$ cat src/rtl/wb_burst_pkg.sv
// Shared Wishbone B3 encodings and burst-master FSM types.
// Response priority (err over ack over rty) is kept here so every user resolves it the same way.
package wb_burst_pkg;

  localparam logic [2:0] CTI_CLASSIC = 3'b000;
  localparam logic [2:0] CTI_INC     = 3'b010;
  localparam logic [2:0] CTI_EOB     = 3'b111;
  localparam logic [1:0] BTE_LINEAR  = 2'b00;

  typedef enum logic [1:0] {
    ST_IDLE  = 2'd0,
    ST_BURST = 2'd1,
    ST_RETRY = 2'd2
  } state_e;

  typedef enum logic [1:0] {
    RSP_NONE = 2'd0,
    RSP_ACK  = 2'd1,
    RSP_ERR  = 2'd2,
    RSP_RTY  = 2'd3
  } rsp_e;

  // An error aborts even an acked beat; a retry only counts when nothing else answered.
  function automatic rsp_e resolve_rsp(input logic ack, input logic err, input logic rty);
    if (err)      return RSP_ERR;
    else if (ack) return RSP_ACK;
    else if (rty) return RSP_RTY;
    else          return RSP_NONE;
  endfunction

endpackage

$ cat src/rtl/wb_burst_master.sv
// Wishbone B3 incrementing-burst master: one command moves 1..2^LEN_W words,
// streaming write data in and registered read data out.
module wb_burst_master
  import wb_burst_pkg::*;
#(
  parameter int AW    = 32,
  parameter int DW    = 32,
  parameter int LEN_W = 4
) (
  input  logic              wb_clk_i,
  input  logic              wb_rst_i,

  input  logic              cmd_valid_i,
  output logic              cmd_ready_o,
  input  logic              cmd_we_i,
  input  logic [AW-1:0]     cmd_adr_i,
  input  logic [LEN_W-1:0]  cmd_len_i,

  input  logic              wdat_valid_i,
  input  logic [DW-1:0]     wdat_i,
  output logic              wdat_ready_o,

  output logic              rdat_valid_o,
  output logic [DW-1:0]     rdat_o,
  output logic              rdat_last_o,

  output logic              done_o,
  output logic              err_o,

  output logic [AW-1:0]     wb_adr_o,
  output logic [DW-1:0]     wb_dat_o,
  output logic [DW/8-1:0]   wb_sel_o,
  output logic              wb_we_o,
  output logic              wb_cyc_o,
  output logic              wb_stb_o,
  output logic [2:0]        wb_cti_o,
  output logic [1:0]        wb_bte_o,
  input  logic [DW-1:0]     wb_dat_i,
  input  logic              wb_ack_i,
  input  logic              wb_err_i,
  input  logic              wb_rty_i
);

  localparam int            SW       = DW / 8;
  localparam logic [AW-1:0] ADR_STEP = AW'(SW);

  state_e             state_q, state_d;
  logic               we_q, we_d;
  logic [AW-1:0]      adr_q, adr_d;
  logic [LEN_W-1:0]   rem_q, rem_d;
  logic [DW-1:0]      rdat_q, rdat_d;
  logic               rdat_valid_q, rdat_valid_d;
  logic               rdat_last_q, rdat_last_d;
  logic               done_q, done_d;
  logic               err_q, err_d;

  logic               in_burst;
  logic               stb;
  logic               last_beat;
  rsp_e               rsp;

  assign in_burst  = (state_q == ST_BURST);
  // Writes only strobe when a data word is actually on hand; cyc stays up across the stall.
  assign stb       = in_burst & (we_q ? wdat_valid_i : 1'b1);
  assign last_beat = (rem_q == '0);
  assign rsp       = stb ? resolve_rsp(wb_ack_i, wb_err_i, wb_rty_i) : RSP_NONE;

  assign cmd_ready_o  = (state_q == ST_IDLE);
  assign wdat_ready_o = (rsp == RSP_ACK) & we_q;

  assign rdat_valid_o = rdat_valid_q;
  assign rdat_o       = rdat_q;
  assign rdat_last_o  = rdat_last_q;
  assign done_o       = done_q;
  assign err_o        = err_q;

  assign wb_cyc_o = in_burst;
  assign wb_stb_o = stb;
  assign wb_we_o  = in_burst & we_q;
  assign wb_adr_o = adr_q;
  assign wb_dat_o = (in_burst & we_q) ? wdat_i : '0;
  assign wb_sel_o = {SW{in_burst}};
  assign wb_cti_o = in_burst ? (last_beat ? CTI_EOB : CTI_INC) : CTI_CLASSIC;
  assign wb_bte_o = BTE_LINEAR;

  always_comb begin
    // NOTE: every variable gets its default before the case so no path leaves one unassigned (no latches).
    state_d      = state_q;
    we_d         = we_q;
    adr_d        = adr_q;
    rem_d        = rem_q;
    rdat_d       = rdat_q;
    rdat_valid_d = 1'b0;
    rdat_last_d  = 1'b0;
    done_d       = 1'b0;
    err_d        = 1'b0;

    unique case (state_q)
      ST_IDLE: begin
        if (cmd_valid_i) begin
          we_d    = cmd_we_i;
          adr_d   = cmd_adr_i;
          rem_d   = cmd_len_i;
          state_d = ST_BURST;
        end
      end

      ST_BURST: begin
        unique case (rsp)
          RSP_ERR: begin
            err_d   = 1'b1;
            state_d = ST_IDLE;
          end
          RSP_ACK: begin
            adr_d = adr_q + ADR_STEP;
            if (!we_q) begin
              rdat_valid_d = 1'b1;
              rdat_d       = wb_dat_i;
              rdat_last_d  = last_beat;
            end
            if (last_beat) begin
              done_d  = 1'b1;
              state_d = ST_IDLE;
            end else begin
              rem_d = rem_q - 1'b1;
            end
          end
          RSP_RTY:  state_d = ST_RETRY;
          default:  ;
        endcase
      end

      // One idle cycle with cyc low, then resume at the held address and count.
      ST_RETRY: state_d = ST_BURST;

      default:  state_d = ST_IDLE;
    endcase
  end

  always_ff @(posedge wb_clk_i or posedge wb_rst_i) begin
    if (wb_rst_i) begin
      state_q      <= ST_IDLE;
      we_q         <= 1'b0;
      adr_q        <= '0;
      rem_q        <= '0;
      rdat_q       <= '0;
      rdat_valid_q <= 1'b0;
      rdat_last_q  <= 1'b0;
      done_q       <= 1'b0;
      err_q        <= 1'b0;
    end else begin
      // NOTE: non-blocking assignments so every flop samples the pre-edge values of the others.
      state_q      <= state_d;
      we_q         <= we_d;
      adr_q        <= adr_d;
      rem_q        <= rem_d;
      rdat_q       <= rdat_d;
      rdat_valid_q <= rdat_valid_d;
      rdat_last_q  <= rdat_last_d;
      done_q       <= done_d;
      err_q        <= err_d;
    end
  end

endmodule

$ cat config.mk
export PLATFORM = sky130hd
export DESIGN_NAME = wb_burst_master
export DESIGN_NICKNAME = d
export VERILOG_FILES = /design/src/rtl/wb_burst_pkg.sv /design/src/rtl/wb_burst_master.sv
export SDC_FILE = /design/constraint.sdc
export NUM_CORES = 1
export LEC_CHECK = 0
export BUFFER_PORTS_ARGS = -buffer_cell sky130_fd_sc_hd__buf_4
export CORE_UTILIZATION = 41
export CTS_CLUSTER_DIAMETER = 50
export CTS_CLUSTER_SIZE = 24
export DETAILED_ROUTE_END_ITERATION = 8
export GPL_TIMING_DRIVEN = 0
export PLACE_DENSITY = 0.78
export SKIP_CTS_REPAIR_TIMING = 1
export SLEW_MARGIN = 20
export SYNTH_ARGS = -nofsm -noshare
export SYNTH_HDL_FRONTEND = slang
export SYNTH_SLANG_ARGS = --single-unit
export TNS_END_PERCENT = 20
$ cat constraint.sdc
create_clock -name wb_clk_i -period 2 [get_ports wb_clk_i]
set_input_delay 0.2 -clock wb_clk_i [delete_from_list [all_inputs] [get_ports wb_clk_i]]
set_output_delay 0.2 -clock wb_clk_i [all_outputs]
set_load 0.02 [all_outputs]
; Word-level counts from Yosys, hierarchy flattened
; Index checks and enable logic that the tools add are counted.
[word_totals]
ff_bits = 75
memories = 0
latchBits = 0
inputBits = 108
word_cells = 63
romBits = 0
mem_bits_rw = 0
[classes]
shift = 0
addsub = 2
bitwise_logic = 4
magnitude_cmp = 0
mul = 0
div = 0
muxes = 30
reduce_logical = 8
n_eq_ne = 10
[op_table]
columns = operator, count
row1 = $mux W32, 3
row2 = $pmux W32 S2, 1
row3 = $add A32 B3 Y32 const B, 1
row4 = $mux W1, 12
row5 = $mux W2, 6
row6 = $mux W4, 3
row7 = $pmux W2 S3, 2
row8 = $reduce_and A3 Y1, 3
row9 = $pmux W4 S2, 1
row10 = $eq A2 B2 Y1 const B, 3
row11 = $mux W3, 2
row12 = $eq A2 B1 Y1 const B, 2
row13 = $logic_not A4 Y1, 1
row14 = $ne A2 B2 Y1 const B, 2
row15 = $ne A4 B1 Y1 const B, 1
row16 = $reduce_and A4 Y1, 1
row17 = $sub A4 B1 Y4 const B, 1
row18 = $and A1 B1 Y1, 3
row19 = $ne A3 B3 Y1 const B, 1
row20 = $logic_not A2 Y1, 1
row21 = $ne A2 B1 Y1 const B, 1
row22 = $reduce_and A2 Y1, 1
row23 = $reduce_bool A2 Y1, 1
row24 = $not A1 Y1, 1

; Logic depth before layout (Yosys ltp)
; Gate-level depths: netlist of the first run.
[logic_depth]
depth_word = 7
ltp_mapped = 7

; Least setup slack after synthesis of the first run
; OpenSTA, ideal clock, no wires.
[synth_path]
path_type = register to register
from = reg adr_q[2] (netlist: wb_adr_o[2])
to = reg adr_q[18] (netlist: wb_adr_o[18])
setup_ns = 0.087
arrival_ns = 1.943
n_path_buf = 0
path_slack_ns = -0.030
path_stages_with_launch = 7
cell_sequence = dfrtp_1 -> ha_1 -> nand4_2 -> nor2_2 -> nand2_1 -> or4_4 -> a211oi_2
[synth_via]
elab_chain_cells = 3
[synth_rtl]
columns = item, line
row1 = start: declaration, wb_burst_master.sv:49  ; logic [AW-1:0] adr_q, adr_d;
row2 = start signal: assignment, wb_burst_master.sv:155  ; adr_q <= adr_d;
row3 = $add A32 B3 Y32, wb_burst_master.sv:115  ; adr_d = adr_q + ADR_STEP;
row4 = $mux W32, wb_burst_master.sv:109  ; unique case (rsp)
row5 = $pmux W32 S2, wb_burst_master.sv:98  ; unique case (state_q)
; Every way passes these cells. The select of a mux whose other input is x is not followed.
; A chain may end at the register's enable or synchronous reset.

; Worst setup path after layout of the first run
[layout_path]
from = reg adr_q[14] (netlist: wb_adr_o[14])
to = reg adr_q[30] (netlist: wb_adr_o[30])
; Same word-level chain as after synthesis.

==> results of run 1 <==
-- cell usage after synthesis (2+ instances only) --
library cell | instances | area (um2)
a31oi_1 | 7 | 43.8
ha_1 | 3 | 37.5
nor4_1 | 2 | 12.5
or3_1 | 2 | 12.5
buf_4 | 8 | 60.1
o2bb2ai_1 | 2 | 17.5
nor3b_1 | 2 | 15.0
a211oi_1 | 6 | 45.0
and3_1 | 39 | 244
buf_2 | 7 | 35.0
o21a_1 | 2 | 15.0
nor3_1 | 13 | 65.1
nor2_1 | 43 | 161
and2_1 | 8 | 50.1
a41o_1 | 2 | 20.0
nand3_1 | 14 | 70.1
and4_1 | 2 | 17.5
nand4_1 | 6 | 37.5
o22a_1 | 9 | 78.8
o22ai_1 | 4 | 25.0
a41oi_1 | 3 | 26.3
inv_1 | 6 | 22.5
nand2b_1 | 2 | 12.5
nand2_1 | 33 | 124
dfrtp_1 | 75 | 1880
or3b_2 | 2 | 17.5
a21oi_1 | 26 | 130
a32oi_1 | 2 | 17.5
a22oi_1 | 2 | 15.0
o21ai_0 | 18 | 90.1
clkbuf_1 | 19 | 71.3
mux2_2 | 32 | 360
-- stage by stage --
stage,instances,TNS [ns],power (mW),hold WS [ns]
6_report,799,0,9.60,0.0486
5_1_grt,799,-0.252,10.2,0.0479
3_3_place_gp,773,-3.30,7.83,0.396
4_1_cts,790,-8.86,9.41,-0.115
2_1_floorplan,425,-0.0298,5.77,0.305
3_5_place_dp,775,-3.87,7.99,0.263
-- state kept, by name, summed over array words and instances (netlist names) --
| name | cells |
|---|---|
| done_o | 1 |
| err_o | 1 |
| rdat_last_o | 1 |
| rdat_o | 32 |
| rdat_valid_o | 1 |
| rem_q | 4 |
| state_q | 2 |
| wb_adr_o | 32 |
| we_q | 1 |
-- routing by layer --
metal / vias up / part of all wire (%)
li1: 2022 / -
met1: 2072 / 40
met2: 196 / 51
met3: 20 / 7.4
met4: 0 / 1.9
met5: - / 0
-- worst paths after layout --
kind                                           from                        to  slack (ns)  cells past startpoint
setup / recovery           wb_adr_o[14]$_DFFE_PP0P_  wb_adr_o[30]$_DFFE_PP0P_        0.01                      6
hold / removal                         cmd_adr_i[1]   wb_adr_o[1]$_DFFE_PP0P_        0.05                      3
setup reg to reg           wb_adr_o[14]$_DFFE_PP0P_  wb_adr_o[30]$_DFFE_PP0P_        0.01                      6
hold reg to reg             wb_adr_o[0]$_DFFE_PP0P_   wb_adr_o[0]$_DFFE_PP0P_        0.49                      2
max in group asynchronous                  wb_rst_i     rdat_o[4]$_DFFE_PP0P_        0.83                      5
min in group asynchronous                  wb_rst_i  wb_adr_o[21]$_DFFE_PP0P_        0.44                      3
-- report_power, final --
part	internal (mW)	total [mW]	switching (mW)
sequential	2.22	2.91	0.688
combinational	2.34	5.28	2.94
clock	0.827	1.41	0.585
total	5.39	9.60	4.21
-- logic make-up after synthesis --
kind of cell / count (synthesis) / synth area share, %
and+or+nand+nor: 178 / 23.4
AOI/OAI and AO/OA: 91 / 14.8
DFF: 75 / 46.5
buffers and inverters: 43 / 5.14
muxes: 33 / 9.17
adders and majority gates: 3 / 0.930
other: 1 / 0.0929
-- worst register-to-register path, delay by kind of cell, from the launching register on --
family	cells	cell delay, ns
flip-flops	1	0.45
buffers and inverters	1	0.19
AND/OR/NAND/NOR	3	0.84
AO/OA/AOI/OAI	2	0.42
-- placed cells by master, fill, tap and decap left out, drive strengths merged, types with 8 or more instances in the layout --
master / count
nor3: 14
mux2: 32
clkbuf: 24
nor2: 44
buf: 250
and3: 39
dfrtp: 75
nand3: 14
and2: 8
o22a: 9
a21oi: 26
nand2: 33
o21ai: 18
-- cell type report --
class	count	area share, %
Tap cell	129	2.55
Clock buffer	9	1.96
Timing Repair Buffer	230	27.8
Multi-Input combinational cell	307	32.1
Clock inverter	6	1.82
Sequential cell	75	29.7
Inverter	7	0.515
Buffer	36	3.49
==> summary.txt, run 1 <==
Logic synthesis
  – Synth Cell Area: between 4000 and 5000 um2
  – Avg Inst Size Synth: approximately 9.5 um2
  – Main synth FF type: dfrtp_1
  – Unique masters post-synth: 55
  – Share of the yosys chip area belonging to registers: between 40% and 50%
  – Async SR Flop Fraction: 100%
  – Syn Inst Count: about 420
  – Yosys synthesis warning count: 0
  – Synthesized flop and latch total: 75
  – EDFF count, synth: 0

Pwr
  – Leakage power: 3.11 nW
  – Peak VDD IR: a little under 0.0009 V
  – PwrDens: about 1500 nW/um2

Flow run
  – Max-cap violation count: 0

Global routing
  – Global route overflow: 0
  – Met2 usage: 45.6%
  – GRT met1 Usage: 33.9%
  – Most crowded layer after global routing: met2
  – Routing usage on met3: roughly 5.4%
  – Antenna violations before repair: 0
  – Largest net degree at the start of global routing: 33
  – Total GRT Usage: a little over a quarter
  – Vias in the first global route: ~4.2k
  – First-pass GRT wire length: between 20 and 25 mm

Timing
  – Setup Skew: 0.0126 ns
  – Final hold viol count: 0
  – RSZ-0062 raised after global routing: true
  – Setup violators final: 0
  – Crit path setup slack, layout: 0.0126 ns
  – Period utilization: 99.4%
  – Period minus WS final: 1.99 ns
  – FMAX: just over 500 MHz
  – Worst-Margin Slew: ~0.58 ns
  – Slew Limit Fails: 0
  – Rel. slew slack: around three fifths

Critical path
  – Crit-path cells: nand4_1 > nor4_4 > buf_4 > nand3_1 > o21ai_0 > a21boi_0
  – CP endpoint kind: flop
  – Worst endpoint required time: around 2.3 ns
  – Crit path max-delay family: simple AND/OR/NAND/NOR gates
  – WS Path Type: reg -> reg
  – CP max FO: 6
  – Worst EP arrival: around 2.3 ns
  – Crit-path max cell delay: between 0.4 and 0.5 ns
  – Highest-delay cell along the critical path: dfrtp_1
  – Buf/Inv on CP: 1
  – Nature of the critical path startpoint: flop

Routing
  – # DRC: 0
  – Vias: 4310
  – Vias/cell: between 5 and 6
  – DR pass1 iterations: 5
  – Initial drt markers: 246
  – DRT Wirelength: approximately 14 mm
  – Post-DRT Antenna Nets: 0
  – Drt wl/cell: around 17 um

Clock tree
  – CTS tree: built
  – CTS H-Tree Depth: 3
  – Root Driver: clkbuf_8
  – CTS Buf Count: 9
  – Clock sink count: 75
  – Clock Latency Late Sink: roughly 0.34 ns
  – Clock slew at reported path FFs: roughly 0.09 ns
  – Clk buf depth: 2

Finish
  – Share of cells above drive strength 1: 49.3%
  – Diode count: 0
  – Footprint of the multi-input gates: between 2000 and 2500 um2
  – Nets@finish: roughly 780
  – Fin util: about two thirds
  – Register area: approximately 1900 um2
  – Finished Cell Area: ~6300 um2
  – Area delta synth->final: 56.5%
  – Fill count: between 700 and 800

Placement
  – DP Area: 5890 um2
  – Routability congestion estimate: 0.938
  – PortBufs: ~220
  – Detailed Place HPWL: between 10 and 15 mm
  – Pre-CTS setup slack: -0.259 ns

Die
  – Die area: just over 10000 um2
  – I/O Pins: around 220
  – Chip Width: just over 100 um
  – FP Rows: 35
  – Core region area: 9370 um2
  – Die height: 101 um
  – Initial Utilization: a little over two fifths

Status
  – Status: complete, no violations

Min path
  – Hold Crit Class: in -> reg
No activity file was read; power rests on OpenSTA's default activity.
==> run 2, diff against run 1 <==
--- a/config.mk
+++ b/config.mk
@@ -5,13 +5,14 @@
 export SDC_FILE = /design/constraint.sdc
 export NUM_CORES = 1
 export LEC_CHECK = 0
+export ABC_AREA = 1
 export BUFFER_PORTS_ARGS = -buffer_cell sky130_fd_sc_hd__buf_4
-export CORE_UTILIZATION = 41
+export CORE_UTILIZATION = 42
 export CTS_CLUSTER_DIAMETER = 50
-export CTS_CLUSTER_SIZE = 24
+export CTS_CLUSTER_SIZE = 25
 export DETAILED_ROUTE_END_ITERATION = 8
 export GPL_TIMING_DRIVEN = 0
-export PLACE_DENSITY = 0.78
+export PLACE_DENSITY = 0.77
 export SKIP_CTS_REPAIR_TIMING = 1
 export SLEW_MARGIN = 20
 export SYNTH_ARGS = -nofsm -noshare
==> constraint.sdc (replaced) <==
create_clock -name wb_clk_i -period 2 [get_ports wb_clk_i]
set_input_delay 0.2 -clock wb_clk_i [delete_from_list [all_inputs] [get_ports wb_clk_i]]
set_output_delay 0.2 -clock wb_clk_i [all_outputs]
set_load 0.1 [all_outputs]
==> summary.txt, run 2 <==
Critical path
  – R2R depth: 8 (+2)
  – CP endpoint kind: output pin
  – Reg2reg setup slack: 0.15 ns (+0.14 ns)
  – Crit-path cells: inv_2 > nand2_4 > buf_8 > nor2_4 > inv_4 > clkbuf_16 > nor2_4 > buf_12
  – Most used cell, CP: nor2_4
  – WS Path Type: reg -> out
  – Highest-delay cell along the critical path: dfrtp_1
  – Crit path capture: wb_dat_o[26]
  – Crit path from: state_q[1]$_DFFE_PP0P_
  – Nature of the critical path startpoint: flop
  – Worst EP arrival: 1.75 ns (-0.50 ns)
  – Reg2reg start: state_q[1]$_DFFE_PP0P_
  – Worst endpoint required time: 1.80 ns (-0.46 ns)
  – R2r endpoint: wb_adr_o[3]$_DFFE_PP0P_
  – CP max FO: 10 (+4)
  – Crit-path max cell delay: 0.40 ns (-0.05 ns)

Placement
  – DP Area: 6600 um2 (+12%)
  – PortBufs: 219 (unchanged)
  – Detailed Place HPWL: 11.4 mm (+7.3%)
  – Routability congestion estimate: 0.925 (-1.3%)

Timing
  – FMAX: 512 MHz (+1.7%)
  – RSZ-0062 raised after global routing: true
  – Final hold viol count: 0 (unchanged)
  – Period utilization: 97.7% (-1.7 points)
  – Slew Limit Fails: 0 (unchanged)
  – Worst-Margin Slew: 0.657 ns (+0.0741 ns)
  – Rel. slew slack: 56.2% (-4.9 points)
  – Setup Skew: 0.0136 ns (+0.000947 ns)
  – Setup violators final: 0 (unchanged)
  – Period minus WS final: 1.95 ns (-0.0333 ns)

Finish
  – Nets@finish: 1017 (+31%)
  – Diode count: 0 (unchanged)
  – Share of cells above drive strength 1: 36.0% (-13 points)
  – Most common cell after layout, fill and taps aside: nand2_1
  – Footprint of the multi-input gates: 2370 um2 (+17%)
  – Area delta synth->final: 60.9%
  – Fill count: 863 (+9.4%)
  – Register area: 1880 um2 (about the same)
  – Most frequent cells in the layout: nand2_1, buf_4, nor2_1, dfrtp_1, inv_1
  – Finished Cell Area: 7140 um2 (+13%)

Routing
  – Vias: 5269 (+22%)
  – DRT Wirelength: 15.1 mm (+8.7%)
  – # DRC: 0 (unchanged)
  – Post-DRT Antenna Nets: 0 (unchanged)
  – Drt wl/cell: 14.4 um (-17%)
  – Initial drt markers: 298 (+21%)
  – DR pass1 iterations: 5 (unchanged)
  – Vias/cell: 5.03 (-6.7%)

Logic synthesis
  – Synthesized flop and latch total: 75 (unchanged)
  – Share of the yosys chip area belonging to registers: 42.3% (-4.2 points)
  – Avg Inst Size Synth: 6.64 um2 (-30%)
  – Synth Cell Area: 4440 um2 (+9.9%)
  – Top-count cell post-synth: nand2_1
  – Synth area leaders: dfrtp_1, nand2_1, nor2_1
  – Unique masters post-synth: 29 (-47%)
  – Syn Inst Count: 669 (+58%)
  – Top-area cell type share of the netlist area: 42.3% (-4.2 points)
  – Synth top cells by count: nand2_1, nor2_1, dfrtp_1, inv_1, o21ai_0
  – Main synth FF type: dfrtp_1
  – Yosys synthesis warning count: 0 (unchanged)
  – EDFF count, synth: 0 (unchanged)
  – Area leader, netlist: dfrtp_1
  – Async SR Flop Fraction: 100% (unchanged)

Clock tree
  – Clock slew at reported path FFs: 0.09 ns (about the same)
  – Root Driver: clkbuf_8
  – Clock sink count: 75 (unchanged)
  – CTS Buf Count: 9 (unchanged)
  – Clock Latency Late Sink: 0.36 ns (+0.02 ns)
  – CTS H-Tree Depth: 3 (unchanged)
  – Clk buf depth: 2 (unchanged)
  – CTS tree: built

Global routing
  – Most crowded layer after global routing: met2
  – Total GRT Usage: 27.6% (+0.60 points)
  – First-pass GRT wire length: 24.3 mm (+14%)
  – GRT met1 Usage: 33.7% (-0.23 points)
  – Largest net degree at the start of global routing: 39 (+18%)
  – Vias in the first global route: 5104 (+21%)
  – Routing usage on met3: 6.61% (+1.2 points)
  – Antenna violations before repair: 0 (unchanged)
  – Global route overflow: 0 (unchanged)
  – Met2 usage: 46.9% (+1.3 points)

Die
  – FP Rows: 37 (+5.7%)
  – Die height: 105 um (+3.5%)
  – Initial Utilization: 43.2% (+0.11 points)
  – I/O Pins: 222 (unchanged)
  – Core region area: 10300 um2 (+9.7%)
  – Chip Width: 105 um (+3.5%)
  – Die area: 11000 um2 (+7.2%)

Min path
  – Hold Path Stages: 3 (unchanged)
  – Hold Crit Class: in -> reg

Status
  – Status: complete, no violations

Flow run
  – Max-cap violation count: 0 (unchanged)
==> run 2: cell types whose count changed in the layout (fill, tap and decap cells not counted), moves of 12 or more <==
cell | previous run | this run
a21oi_1 | 25 | 13
inv_1 | 3 | 72
nand2_1 | 33 | 208
buf_4 | 239 | 201
nor2_1 | 40 | 82
o21ai_0 | 18 | 51
nor2_4 | 2 | 37
nand3_1 | 14 | 41
and3_1 | 39 | 0
mux2_2 | 32 | 2
buf_12 | 2 | 16
==> run 2: per-stage QoR <==
step | utilization (%) | hold WS, ns | setup slack (ns) | TNS (ns) | cells
final | 69.5 | 0.0326 | 0.0459 | 0 | 1047
after global routing | 69.5 | 0.0249 | -0.0357 | -0.255 | 1047
after CTS | 65.9 | -0.122 | -0.264 | -4.45 | 1042
after detailed placement | 64.2 | 0.265 | 0.00998 | 0 | 1026
after global placement | 64.0 | 0.401 | -1.05 | -78.87 | 1025
after floorplan | - | 0.317 | -0.368 | -23.63 | 670
==> run 2: critical path: cells and delay by family (launching register included) <==
family / cells / cell delay (ns)
flip-flops: 1 / 0.40
AND/OR/NAND/NOR: 3 / 0.31
buffers and inverters: 5 / 0.68
==> run 2: cell families after synthesis <==
logic type	share of synthesized area (%)
buffers and inverters	10.8
and+or+nand+nor	35.3
muxes	0.507
AOI/OAI and AO/OA	10.2
adders and majority gates	0.846
DFF	42.3
other	0.0845
==> run 2: area by class of cell <==
class / count / share of cell area [%]
Multi-Input combinational cell: 482 / 33.2
Clock inverter: 7 / 0.823
Timing Repair Buffer: 226 / 27.7
Clock buffer: 9 / 1.73
Sequential cell: 75 / 26.3
Tap cell: 136 / 2.38
Buffer: 34 / 3.59
Inverter: 78 / 4.20
==> run 2: how the worst min path moves through the flow <==
stage	start	endpoint	slack, ns
2_1_floorplan	wb_dat_i[26]	rdat_o[26]$_DFFE_PP0P_	0.32
3_3_place_gp	wb_dat_i[20]	rdat_o[20]$_DFFE_PP0P_	0.40
6_report	wb_dat_i[4]	rdat_o[4]$_DFFE_PP0P_	0.03
4_1_cts	wb_rst_i	rdat_o[0]$_DFFE_PP0P_	-0.12
5_1_grt	wb_dat_i[18]	rdat_o[18]$_DFFE_PP0P_	0.02
3_5_place_dp	wb_rst_i	rdat_o[5]$_DFFE_PP0P_	0.27
==> run 2: metal layers <==
| layer | part of all wire (%) | routed length (um) | vias up |
|---|---|---|---|
| li1 | - | - | 2540 |
| met1 | 38 | 5770 | 2452 |
| met2 | 50 | 7520 | 248 |
| met3 | 9.7 | 1460 | 29 |
| met4 | 2.2 | 336 | 0 |
| met5 | 0 | 0 | - |
Power of run 2 is left out: the tool's default activity adds up to more than one toggle a clock period on the data nets, which glitch-free logic cannot reach.
==> run 3, diff against run 2 <==
--- a/config.mk
+++ b/config.mk
@@ -13,6 +13,7 @@
 export DETAILED_ROUTE_END_ITERATION = 8
 export GPL_TIMING_DRIVEN = 0
 export PLACE_DENSITY = 0.77
+export SETUP_SLACK_MARGIN = 0.4
 export SKIP_CTS_REPAIR_TIMING = 1
 export SLEW_MARGIN = 20
 export SYNTH_ARGS = -nofsm -noshare
==> summary.txt, run 3 (synthesis results as in run 2) <==
Critical path
  – Crit-path max cell delay: 0.40 ns (about the same)
  – CP max FO: 8 (-2)
  – CP endpoint kind: output pin
  – Crit-path cells: inv_2 > nand2_4 > buf_8 > nor2_4 > inv_6 > clkbuf_16 > nor2_4 > buf_12
  – Worst endpoint required time: 1.80 ns (about the same)
  – Highest-delay cell along the critical path: dfrtp_1
  – WS Path Type: reg -> out
  – Worst EP arrival: 1.78 ns (+0.03 ns)
  – Most used cell, CP: nor2_4
  – Nature of the critical path startpoint: flop

Finish
  – Register area: 1880 um2 (+0.33%)
  – Area delta synth->final: 81.5%
  – Most frequent cells in the layout: buf_4, nand2_1, inv_1, nor2_1, dfrtp_1
  – Diode count: 0 (unchanged)
  – Share of cells above drive strength 1: 44.2% (+8.2 points)
  – Footprint of the multi-input gates: 2630 um2 (+11%)
  – Most common cell after layout, fill and taps aside: buf_4
  – Nets@finish: 1038 (+2.1%)
  – Layout Cells excl Fill: 1068 (+2.0%)
  – Fill count: 736 (-15%)
  – Fin util: 78.4% (+8.9 points)

Timing
  – Period minus WS final: 1.98 ns (+0.0244 ns)
  – Final hold viol count: 0 (unchanged)
  – Final setup TNS: 0 ns (unchanged)
  – Period utilization: 98.9% (+1.2 points)
  – Slew Limit Fails: 0 (unchanged)
  – Hold_ws: 0.0330 ns (+0.000456 ns)
  – RSZ-0062 raised after global routing: true
  – Setup Skew: 0.0107 ns (-0.00290 ns)
  – FMAX: 505 MHz (-1.2%)
  – Setup violators final: 0 (unchanged)

Routing
  – Vias/cell: 5.02 (-0.24%)
  – # DRC: 0 (unchanged)
  – Initial drt markers: 281 (-5.7%)
  – DR pass1 iterations: 5 (unchanged)
  – Vias: 5362 (+1.8%)
  – Post-DRT Antenna Nets: 0 (unchanged)
  – DRT Wirelength: 16.1 mm (+6.7%)
  – Drt wl/cell: 15.1 um (+4.6%)

Die
  – Die area: 11000 um2 (unchanged)
  – I/O Pins: 222 (unchanged)
  – Initial Utilization: 43.2% (unchanged)
  – Core region area: 10300 um2 (unchanged)
  – Die height: 105 um (unchanged)
  – Chip Width: 105 um (unchanged)
  – FP Rows: 37 (unchanged)

Global routing
  – Vias in the first global route: 5047 (-1.1%)
  – Global route overflow: 0 (unchanged)
  – Largest net degree at the start of global routing: 59 (+51%)
  – First-pass GRT wire length: 23.5 mm (-3.2%)
  – Total GRT Usage: 26.8% (-0.73 points)
  – Antenna violations before repair: 0 (unchanged)

Clock tree
  – Clock Latency Late Sink: 0.36 ns (about the same)
  – CTS H-Tree Depth: 3 (unchanged)
  – Root Driver: clkbuf_8
  – CTS Buf Count: 9 (unchanged)
  – CTS tree: built
  – Clk buf depth: 2 (unchanged)
  – Clock sink count: 75 (unchanged)
  – Clock slew at reported path FFs: 0.09 ns (about the same)

Status
  – Status: complete, no violations

Placement
  – PortBufs: 219 (unchanged)
  – Routability congestion estimate: 0.930 (+0.49%)
  – Detailed Place HPWL: 11.1 mm (-3.1%)
  – Placed cells: 1026 (unchanged)

Flow run
  – Max-cap violation count: 0 (unchanged)

Min path
  – Hold Crit Class: in -> reg
-- run 3: cell count changes in the layout (fill, tap and decap cells not counted), sizes merged --
cell,before,now
buf,250,265
clkbuf,18,25
bufinv,0,2
clkinv,3,1
inv,81,80
-- run 3: cell type report --
type	count	share of cell area (%)
Multi-Input combinational cell	482	32.6
Timing Repair Buffer	246	30.5
Sequential cell	75	23.4
Buffer	35	4.74
Inverter	78	3.88
Tap cell	136	2.11
Clock buffer	10	1.58
Clock inverter	6	1.20
-- run 3: critical path, delay by kind of cell (launching register included) --
family | cells | cell delay (ns)
buf+inv | 5 | 0.67
simple gates | 3 | 0.33
flops | 1 | 0.40
-- run 3: worst paths after layout --
check                                        from                  endpoint  slack (ns)  cells after the start
min in group asynchronous                wb_rst_i  wb_adr_o[26]$_DFFE_PP0P_        0.34                      3
max in group asynchronous                wb_rst_i   wb_adr_o[2]$_DFFE_PP0P_        1.08                      4
max                        state_q[1]$_DFFE_PP0P_              wb_dat_o[10]        0.02                      8
min reg2reg                rdat_o[26]$_DFFE_PP0P_    rdat_o[26]$_DFFE_PP0P_        0.49                      2
max reg2reg                state_q[1]$_DFFE_PP0P_     rdat_o[3]$_DFFE_PP0P_        0.30                     10
min                                  wb_dat_i[29]    rdat_o[29]$_DFFE_PP0P_        0.03                      3
-- run 3: layer usage --
| metal | vias to the layer above | GRT usage [%] | share of wire, % |
|---|---|---|---|
| li1 | 2580 | - | - |
| met1 | 2510 | 31.7 | 37 |
| met2 | 241 | 46.9 | 51 |
| met3 | 31 | 7.74 | 9.0 |
| met4 | 0 | 8.45 | 2.6 |
| met5 | - | 0 | 0 |
-- run 3: metrics by stage --
stage | setup WS, ns | cell area [um2]
floorplan | -0.283 | 4820
global placement | -1.29 | 6640
detailed placement | 0.00766 | 6670
CTS | -0.180 | 6890
global route | -0.0527 | 8060
finish | 0.0215 | 8060
Power of run 3 is left out for the same reason.
